--- config.mk ---
export PLATFORM = sky130hd
export DESIGN_NAME = gen_mode_arbiter
export DESIGN_NICKNAME = d
export VERILOG_FILES = /design/src/rtl/gen_mode_arbiter.sv
export SDC_FILE = /design/constraint.sdc
export NUM_CORES = 1
export LEC_CHECK = 0
export ABC_AREA = 1
export CAP_MARGIN = 20
export CORE_ASPECT_RATIO = 1.25
export CORE_UTILIZATION = 40
export CTS_CLUSTER_SIZE = 30
export DETAILED_ROUTE_END_ITERATION = 10
export GPL_ROUTABILITY_DRIVEN = 0
export PLACE_DENSITY = 0.91
export SETUP_SLACK_MARGIN = 0.3
export SYNTH_ARGS = -nofsm -noshare
export SYNTH_HDL_FRONTEND = slang
export SYNTH_SLANG_ARGS = --single-unit
--- constraint.sdc ---
create_clock -name clk -period 2.3 [get_ports clk]
set_input_delay 0.46 -clock clk [delete_from_list [all_inputs] [get_ports clk]]
set_output_delay 0.46 -clock clk [all_outputs]
set_load 0.005 [all_outputs]
--- src/rtl/gen_mode_arbiter.sv ---
// -----------------------------------------------------------------------------
// gen_mode_arbiter
//
// N-channel valid/ready arbiter feeding one downstream consumer through a
// single registered output stage. The arbitration policy is picked at
// elaboration time by MODE:
//   MODE 0 : fixed priority, channel 0 highest
//   MODE 1 : round-robin, search starts at rr_ptr and wraps N-1 -> 0
// Any other MODE value stops elaboration.
//
// Optional packet lock, enabled by defining GEN_MODE_ARBITER_LOCK_EN:
//   once a beat with in_last=0 is taken from channel g, only g can be granted
//   until its in_last=1 beat is taken. In MODE 1 the round-robin pointer then
//   only advances on that releasing beat. Without the macro arbitration is
//   strictly per beat and in_last only travels to out_last.
//
// Parameters:
//   N    number of input channels (2..16)
//   W    data width per channel
//   MODE 0 = fixed priority, 1 = round-robin
//   CW   channel index width, derived from N
//
// Ports:
//   clk        rising-edge clock
//   rst        asynchronous active-high reset
//   in_valid   [N]    per-channel valid
//   in_ready   [N]    per-channel ready, one-hot or zero
//   in_data    [N*W]  channel i at bits [i*W +: W]
//   in_last    [N]    per-channel end-of-packet marker
//   out_valid         output register holds a beat
//   out_ready         consumer accepts the held beat
//   out_data   [W]    registered data
//   out_chan   [CW]   source channel of the held beat
//   out_last          registered last flag
// -----------------------------------------------------------------------------
module gen_mode_arbiter #(
  parameter int N    = 4,
  parameter int W    = 8,
  parameter int MODE = 0,
  parameter int CW   = $clog2(N)
) (
  input  logic            clk,
  input  logic            rst,
  input  logic [N-1:0]    in_valid,
  output logic [N-1:0]    in_ready,
  input  logic [N*W-1:0]  in_data,
  input  logic [N-1:0]    in_last,
  output logic            out_valid,
  input  logic            out_ready,
  output logic [W-1:0]    out_data,
  output logic [CW-1:0]   out_chan,
  output logic            out_last
);

  // Successor channel index with wrap from N-1 back to 0.
  function automatic logic [CW-1:0] next_chan(input logic [CW-1:0] c);
    if (c == CW'(N - 1)) begin
      return '0;
    end
    return c + CW'(1);
  endfunction

  // Output stage registers.
  logic            vld_p1;
  logic [W-1:0]    out_data_p1;
  logic [CW-1:0]   out_chan_p1;
  logic            out_last_p1;

  // Arbitration signals.
  logic            accept;
  logic [N-1:0]    req;
  logic            grant_any;
  logic [CW-1:0]   grant_idx;
  logic            xfer;
  logic [W-1:0]    sel_data;
  logic            sel_last;

  // The output register can take a new beat when empty or being drained.
  assign accept = ~vld_p1 | out_ready;
  // rst gating keeps in_ready low for the whole reset pulse, not just the
  // edge-aligned part of it.
  assign xfer   = grant_any & accept & ~rst;

  // ---------------------------------------------------------------------------
  // Stage 0: request masking (packet lock), grant selection, input mux
  // ---------------------------------------------------------------------------
`ifdef GEN_MODE_ARBITER_LOCK_EN
  typedef enum logic {
    LOCK_IDLE = 1'b0,
    LOCK_HELD = 1'b1
  } lock_state_t;

  lock_state_t   lock_state;
  lock_state_t   lock_state_nxt;
  logic [CW-1:0] lock_chan;
  logic [CW-1:0] lock_chan_nxt;
  logic [N-1:0]  lock_onehot;

  always_ff @(posedge clk or posedge rst) begin
    if (rst) begin
      lock_state <= LOCK_IDLE;
      lock_chan  <= '0;
    end else begin
      lock_state <= lock_state_nxt;
      lock_chan  <= lock_chan_nxt;
    end
  end

  // A non-last beat opens (or keeps) the lock on its channel; a last beat
  // drops it. Cycles without a transfer leave the lock untouched, so an idle
  // locked channel still blocks everyone else.
  always_comb begin
    lock_state_nxt = lock_state;
    lock_chan_nxt  = lock_chan;
    if (xfer) begin
      lock_chan_nxt  = grant_idx;
      lock_state_nxt = sel_last ? LOCK_IDLE : LOCK_HELD;
    end
  end

  always_comb begin
    lock_onehot = {{(N-1){1'b0}}, 1'b1} << lock_chan;
    req         = in_valid;
    if (lock_state == LOCK_HELD) begin
      req = in_valid & lock_onehot;
    end
  end
`else
  assign req = in_valid;
`endif

  generate
    if (N < 2 || N > 16) begin : g_bad_n
      $error("gen_mode_arbiter: N must be in 2..16");
    end

    if (MODE == 0) begin : g_fixed
      // Scan high to low so the lowest requesting index is the last writer.
      always_comb begin
        grant_any = 1'b0;
        grant_idx = '0;
        for (int i = N - 1; i >= 0; i--) begin
          if (req[i]) begin
            grant_any = 1'b1;
            grant_idx = CW'(i);
          end
        end
      end
    end else if (MODE == 1) begin : g_rr
      logic [CW-1:0] rr_ptr;
      logic [N-1:0]  req_rot;
      logic [CW:0]   ofs;
      logic [CW:0]   sum;
      logic          hit;
      logic          adv;

`ifdef GEN_MODE_ARBITER_LOCK_EN
      // Packets are the unit of fairness: move on only after the last beat.
      assign adv = xfer & sel_last;
`else
      assign adv = xfer;
`endif

      // Rotate requests so rr_ptr lands on bit 0, priority-encode the lowest
      // set bit, then rotate the winning offset back to a channel index.
      always_comb begin
        req_rot = N'({req, req} >> rr_ptr);
        hit     = 1'b0;
        ofs     = '0;
        for (int j = N - 1; j >= 0; j--) begin
          if (req_rot[j]) begin
            hit = 1'b1;
            ofs = (CW+1)'(j);
          end
        end
        sum = {1'b0, rr_ptr} + ofs;
        if (sum >= (CW+1)'(N)) begin
          sum = sum - (CW+1)'(N);
        end
        grant_any = hit;
        grant_idx = CW'(sum);
      end

      always_ff @(posedge clk or posedge rst) begin
        if (rst) begin
          rr_ptr <= '0;
        end else if (adv) begin
          rr_ptr <= next_chan(grant_idx);
        end
      end
    end else begin : g_bad_mode
      $error("gen_mode_arbiter: MODE must be 0 or 1");
    end
  endgenerate

  // Data and last of the granted channel; other channels are ignored.
  always_comb begin
    sel_data = '0;
    sel_last = 1'b0;
    for (int i = 0; i < N; i++) begin
      if (grant_idx == CW'(i)) begin
        sel_data = in_data[i*W +: W];
        sel_last = in_last[i];
      end
    end
  end

  always_comb begin
    in_ready = '0;
    for (int i = 0; i < N; i++) begin
      in_ready[i] = xfer && (grant_idx == CW'(i));
    end
  end

  // ---------------------------------------------------------------------------
  // Stage 1: output register
  // ---------------------------------------------------------------------------
  always_ff @(posedge clk or posedge rst) begin
    if (rst) begin
      vld_p1      <= 1'b0;
      out_data_p1 <= '0;
      out_chan_p1 <= '0;
      out_last_p1 <= 1'b0;
    end else if (xfer) begin
      vld_p1      <= 1'b1;
      out_data_p1 <= sel_data;
      out_chan_p1 <= grant_idx;
      out_last_p1 <= sel_last;
    end else if (out_ready) begin
      vld_p1      <= 1'b0;
    end
  end

  assign out_valid = vld_p1;
  assign out_data  = out_data_p1;
  assign out_chan  = out_chan_p1;
  assign out_last  = out_last_p1;

endmodule

==> results.py, run 1 <==
metrics = {
    "status": {
        "status": "finished clean",
    },
    "floorplan": {
        "die_x_um": 46.88,
        "fp.dieArea_mm2": 0.002724,
        "core.rowCount": 19,
        "core_area_mm2": 0.002282,
        "fp.dieH_um": 58.11,
        "io_pins": 59,
        "start_util": 0.4413,
    },
    "finish": {
        "syn_to_final_growth_pct": 73.91,
        "num-nets-final": 272,
        "final_common_cell": "nand2_1",
        "final_cell_mix": "51 x nand2_1, 48 x clkdlybuf4s50_1, 21 x inv_1",
        "drive_gt1_frac": 0.2291,
        "utilization": 0.7675,
        "final_area_mm2": 0.001752,
        "n_antenna_cell": 0,
    },
    "clock_network": {
        "htreeDepth": 1,
        "postCtsHoldBufs": 0,
        "clockBufferDepth": 2,
        "root_buffer": "clkbuf_4",
        "cts_inserted_buffers": 3,
        "cts_tree": "built",
        "insertion_delay_ps": 260,
        "clkTransAtPathRegs_ps": 70,
        "clock-sinks": 12,
    },
    "worst_setup_path": {
        "worstPathArrival_ps": 1500,
        "crit_path_end_kind": "primary output",
        "cp.required_ps": 1840,
        "startpoint": "in_valid[1]",
        "crit_type": "in -> out",
        "r2r_slack_ps": 740,
        "worst_setup_path_start_kind": "input port",
        "crit_path_max_fanout": 3,
        "reg2reg_from": "out_valid$_DFFE_PP0P_",
    },
    "pwr": {
        "power.total_w": 0.0007290,
        "p_per_area_mw_per_mm2": 416.1,
        "peakVddDrop_uv": 295.5,
        "p_leak_nw": 0.9643,
    },
    "logic_synthesis": {
        "synth_nets": 197,
        "synth_top_area_share": 0.2981,
        "synth_seq_cells": 12,
        "avgSynthCellArea_um2": 6.540,
        "netlist_area_mm2": 0.001007,
        "synth_area_leaders": "dfrtp_1 30%, nand2_1 20%, nand3_1 8.9%, inv_1 8.2%, a21oi_2 7.8%",
        "syn_inst": 154,
        "synth_cell_type_count": 18,
        "ys_seq_area_frac": 0.2981,
        "synth_top_cell_by_area": "dfrtp_1",
        "ys_warn_count": 0,
    },
    "grt": {
        "grt_max_degree": 24,
        "grt_pass1_vias": 1222,
        "grt_pass1_wl_um": 5071,
        "track_usage": 0.2521,
        "antenna_found_initial": 0,
        "grt_overflow": 0,
    },
    "routing": {
        "vias": 1226,
        "first_iter_violations": 30,
        "drc_errors": 0,
        "ant_nets": 0,
        "wl_um": 3024,
        "drt_pass1_iterations": 4,
        "wl_per_cell_um": 11.72,
        "viasPerCell": 4.752,
    },
    "placement": {
        "dp_hpwl_um": 2382,
        "port_buffers": 58,
        "placed_area_mm2": 0.001668,
    },
    "sta": {
        "slew_headroom": 0.8444,
        "fin_crit_ps": 1957,
        "hold_viol": 0,
        "slew_violations": 0,
        "holdWs_ps": 453.8,
        "max_freq_ghz": 0.5110,
        "skew_ps": 0.6087,
        "final-setup-viol-count": 0,
        "tightestPinTransition_ps": 233.4,
        "fin_crit_sh": 0.8508,
        "finalSetupTns_ps": 0,
        "rsz0062_at_grt": "false",
    },
    "min_path": {
        "hp-class": "in -> async",
    },
    "run": {
        "cap_violations": 0,
    },
}
[stage by stage]
stage	worst slack, ps	std cells
finish	343.1	258
global route	303.9	258
CTS	313.6	258
detailed placement	-178.2	248
global placement	-110.1	248
floorplan	463.4	154
[cell usage after synthesis]
master,n
o21ai_0,3
inv_1,22
inv_4,1
nand3_4,1
nor2_4,1
nor2_1,12
nor3_1,8
nand2_1,53
a21oi_2,9
dfrtp_1,12
nand3_1,18
inv_2,2
buf_6,1
nand2_2,2
buf_4,2
nor3_2,2
buf_2,3
nor2_8,2
[worst max-delay path, cell delays in order]
cell and delay, ps:
clkdlybuf4s15_2 210, nor2_4 150, nand2_2 90, nand3_4 100, buf_6 100, buf_6 100
nor2_1 40, dlygate4sd2_1 250
[cells by family (layout without fill, tap and decap cells)]
kind of cell / count (synthesis) / in the layout / synth area share
compound gates: 12 / 12 / 0.09317
simple gates: 99 / 99 / 0.4721
buf+inv: 31 / 104 / 0.1366
flops: 12 / 12 / 0.2981
[state kept, by name, summed over array words and instances, names as in the netlist]
signal,flops
out_data,8
out_last,1
out_valid,1
out_chan,2
[power breakdown]
group | switching (W) | internal [W] | leakage (nW) | total (W)
combinational | 0.000142 | 0.000198 | 0.800 | 0.000339
clock | 0.0000621 | 0.0000604 | 0.0138 | 0.000123
sequential | 0.0000198 | 0.000247 | 0.150 | 0.000267
total | 0.000224 | 0.000505 | 0.964 | 0.000729
[final timing paths]
check	end	depth (start not counted)
worst min register to register	out_chan[1]$_DFFE_PP0P_	2
worst max-delay path	in_ready[0]	8
worst max register to register	out_data[2]$_DFFE_PP0P_	10
worst min-delay path	out_valid$_DFFE_PP0P_	4
min in group clk	out_chan[1]$_DFFE_PP0P_	2
max in group asynchronous	out_data[5]$_DFFE_PP0P_	4
[layer usage]
layer,GRT usage,part of all wire,up-vias
met2,0.4683,0.55,53
met4,0.1020,0.018,0
met5,0,0,-
met1,0.2777,0.39,545
li1,-,-,622
met3,0.02181,0.048,6
[timing repair]
action                                  4_1_cts  5_1_grt
endpoints found under the setup margin        4        3
pin swaps                                     5        0
setup buffers                                 7        0
resized for setup                            27        6
[area by class of cell]
type / instances / area (um^2)
Clock buffer: 3 / 22.52
Multi-Input combinational cell: 111 / 584.3
Timing Repair Buffer: 76 / 709.4
Fill cell: 177 / 530.5
Sequential cell: 12 / 300.3
Inverter: 25 / 96.34
Tap cell: 31 / 38.79
Power figures use the tool's default switching activity.
==> inputs of run 2 (changes only) <==
--- a/config.mk
+++ b/config.mk
@@ -8,11 +8,11 @@
 export ABC_AREA = 1
 export CAP_MARGIN = 20
 export CORE_ASPECT_RATIO = 1.25
-export CORE_UTILIZATION = 40
+export CORE_UTILIZATION = 39
 export CTS_CLUSTER_SIZE = 30
 export DETAILED_ROUTE_END_ITERATION = 10
 export GPL_ROUTABILITY_DRIVEN = 0
-export PLACE_DENSITY = 0.91
+export PLACE_DENSITY = 0.9
 export SETUP_SLACK_MARGIN = 0.3
 export SYNTH_ARGS = -nofsm -noshare
 export SYNTH_HDL_FRONTEND = slang
==> run 2 against run 1 <==
  * Utilization shrank 4.7 points
  * Power shrank 0.70%
  * Clock skew is essentially flat
  * Hold slack lost 210 ps
  * Largest power group unchanged
==> results.py, run 2 (synthesized netlist as in run 1, its figures left out) <==
metrics = {
    "status": {
        "status": "finished clean",
    },
    "clock_network": {
        "cts_inserted_buffers": 3,
        "root_buffer": "clkbuf_4",
        "insertion_delay_ps": 260,
        "cts_tree": "built",
        "htreeDepth": 1,
        "clkTransAtPathRegs_ps": 70,
        "clock-sinks": 12,
        "clockBufferDepth": 2,
    },
    "routing": {
        "wl_um": 2748,
        "drc_errors": 0,
        "vias": 1183,
        "ant_nets": 0,
        "drt_pass1_iterations": 4,
        "wl_per_cell_um": 10.57,
        "viasPerCell": 4.550,
        "first_iter_violations": 31,
    },
    "floorplan": {
        "core_area_mm2": 0.002427,
        "die_x_um": 47.46,
        "core.rowCount": 20,
        "fp.dieArea_mm2": 0.002791,
        "start_util": 0.4149,
        "io_pins": 59,
        "fp.dieH_um": 58.82,
    },
    "grt": {
        "track_usage": 0.2150,
        "grt_pass1_wl_um": 4264,
        "grt_overflow": 0,
        "grt_max_degree": 24,
        "grt-busiest-layer": "met2",
        "met3_usage": 0.02147,
        "grt_pass1_vias": 1010,
        "met1_usage": 0.2500,
        "gr-usage-met2": 0.3894,
        "antenna_found_initial": 0,
    },
    "worst_setup_path": {
        "crit_top_cell": "buf_6",
        "critPathBufInv": 4,
        "crit_path_max_fanout": 4,
        "crit_type": "in -> out",
        "crit_path_max_incr_delay_ps": 270,
        "crit_path_top_delay_cell": "dlygate4sd2_1",
        "worstPathArrival_ps": 1430,
        "cp.required_ps": 1840,
        "worst_setup_path_start_kind": "input port",
        "crit_path_end_kind": "primary output",
        "crit_chain": "dlygate4sd2_1 > nor2_4 > nand2_2 > nand3_4 > buf_6 > buf_6 > nor2_8 > buf_6",
        "path_delay_family": "buffers and inverters",
    },
    "sta": {
        "setup_slack_ps": 410.5,
        "slew_violations": 0,
        "fin_crit_sh": 0.8215,
        "final-setup-viol-count": 0,
        "tightestPinTransition_ps": 236.5,
        "rsz0062_at_grt": "false",
        "fin_crit_ps": 1889,
        "hold_viol": 0,
        "skew_ps": 0.5260,
        "slew_headroom": 0.8424,
        "max_freq_ghz": 0.5292,
    },
    "finish": {
        "final.fill_count": 210,
        "largest_reg_flops": 8,
        "n_antenna_cell": 0,
        "num-nets-final": 272,
        "final_cell_mix": "51 x nand2_1, 48 x clkdlybuf4s50_1, 21 x inv_1",
        "final_common_cell": "nand2_1",
        "syn_to_final_growth_pct": 73.66,
        "drive_gt1_frac": 0.2159,
    },
    "placement": {
        "place_ws_ps": -193.1,
        "port_buffers": 58,
        "dp_hpwl_um": 2220,
    },
    "run": {
        "cap_violations": 0,
    },
    "min_path": {
        "hp-class": "in -> async",
    },
    "pwr": {
        "peakVddDrop_uv": 243.2,
        "p_per_area_mw_per_mm2": 413.8,
        "power.total_w": 0.0007239,
        "p_leak_nw": 0.9783,
    },
}
run 2: changes by cell type in the layout (fill, tap and decap cells not counted):
cell             change
buf_2                +2
clkbuf_2             -2
dlymetal6s2s_1       +2
nor2_1               +2
nor2_2               -2
buf_4                +1
buf_6                -1
clkdlybuf4s15_1      -1
clkdlybuf4s15_2      -1
run 2: layout make-up:
class	instances	area (um^2)	share of cell area
Clock buffer	3	22.52	0.01288
Timing Repair Buffer	76	709.4	0.4056
Sequential cell	12	300.3	0.1717
Inverter	25	96.34	0.05508
Multi-Input combinational cell	111	579.3	0.3312
Tap cell	33	41.29	0.02361
run 2: path summary, 6_finish.rpt:
path                            cells past startpoint               startpoint  slack [ps]                 endpoint
worst max-delay path                                8              in_valid[1]         410              in_ready[3]
worst min-delay path                                3                      rst         240  out_chan[1]$_DFFE_PP0P_
worst max register to register                      9    out_valid$_DFFE_PP0P_         870  out_data[0]$_DFFE_PP0P_
worst min register to register                      2  out_chan[0]$_DFFE_PP0P_         500  out_chan[0]$_DFFE_PP0P_
max in group asynchronous                           3                      rst        1910  out_data[7]$_DFFE_PP0P_
min in group clk                                    4                out_ready         490    out_valid$_DFFE_PP0P_
run 2: per-stage QoR:
| step | TNS [ps] | utilization | hold slack (ps) | instances | instance area, um^2 |
|---|---|---|---|---|---|
| 4_1_cts | 0 | 0.7160 | 511.9 | 260 | 1738 |
| 3_3_place_gp | -328.1 | 0.6943 | 465.3 | 252 | 1685 |
| 5_1_grt | 0 | 0.7206 | 250.7 | 260 | 1749 |
| 2_1_floorplan | 0 | - | 354.7 | 154 | 1007 |
| 3_5_place_dp | -416.8 | 0.6943 | 496.4 | 252 | 1685 |
| 6_report | 0 | 0.7206 | 242.8 | 260 | 1749 |
run 2: routing by layer:
layer	vias up	part of all wire
met2	49	0.56
met5	-	0
met1	509	0.37
met4	0	0.012
li1	623	-
met3	2	0.052
run 2: report_power, final:
group          internal (W)  total (W)  switching, W
Combinational      0.000197   0.000336      0.000139
Clock             0.0000604   0.000122     0.0000618
Sequential         0.000247   0.000266     0.0000188
Total              0.000505   0.000724      0.000219
run 2: worst register-to-register path, stage by stage, from the launching register on:
cell     delay, ps
dfrtp_1        390
nand2_2        100
nand3_4        100
buf_6          130
buf_6          120
buf_4          210
nand2_1         80
inv_1           40
a21oi_2        100
nand2_1         60
run 2: what timing repair did:
item / 4_1_cts / 5_1_grt
gates cloned: 0 / 0
hold buffers: 0 / 0
endpoints found under the hold margin: 0 / 0
buffers inserted: 5 / 0
pin swaps: 3 / 2
setup endpoints to repair: 4 / 3
gates resized for setup: 22 / 7
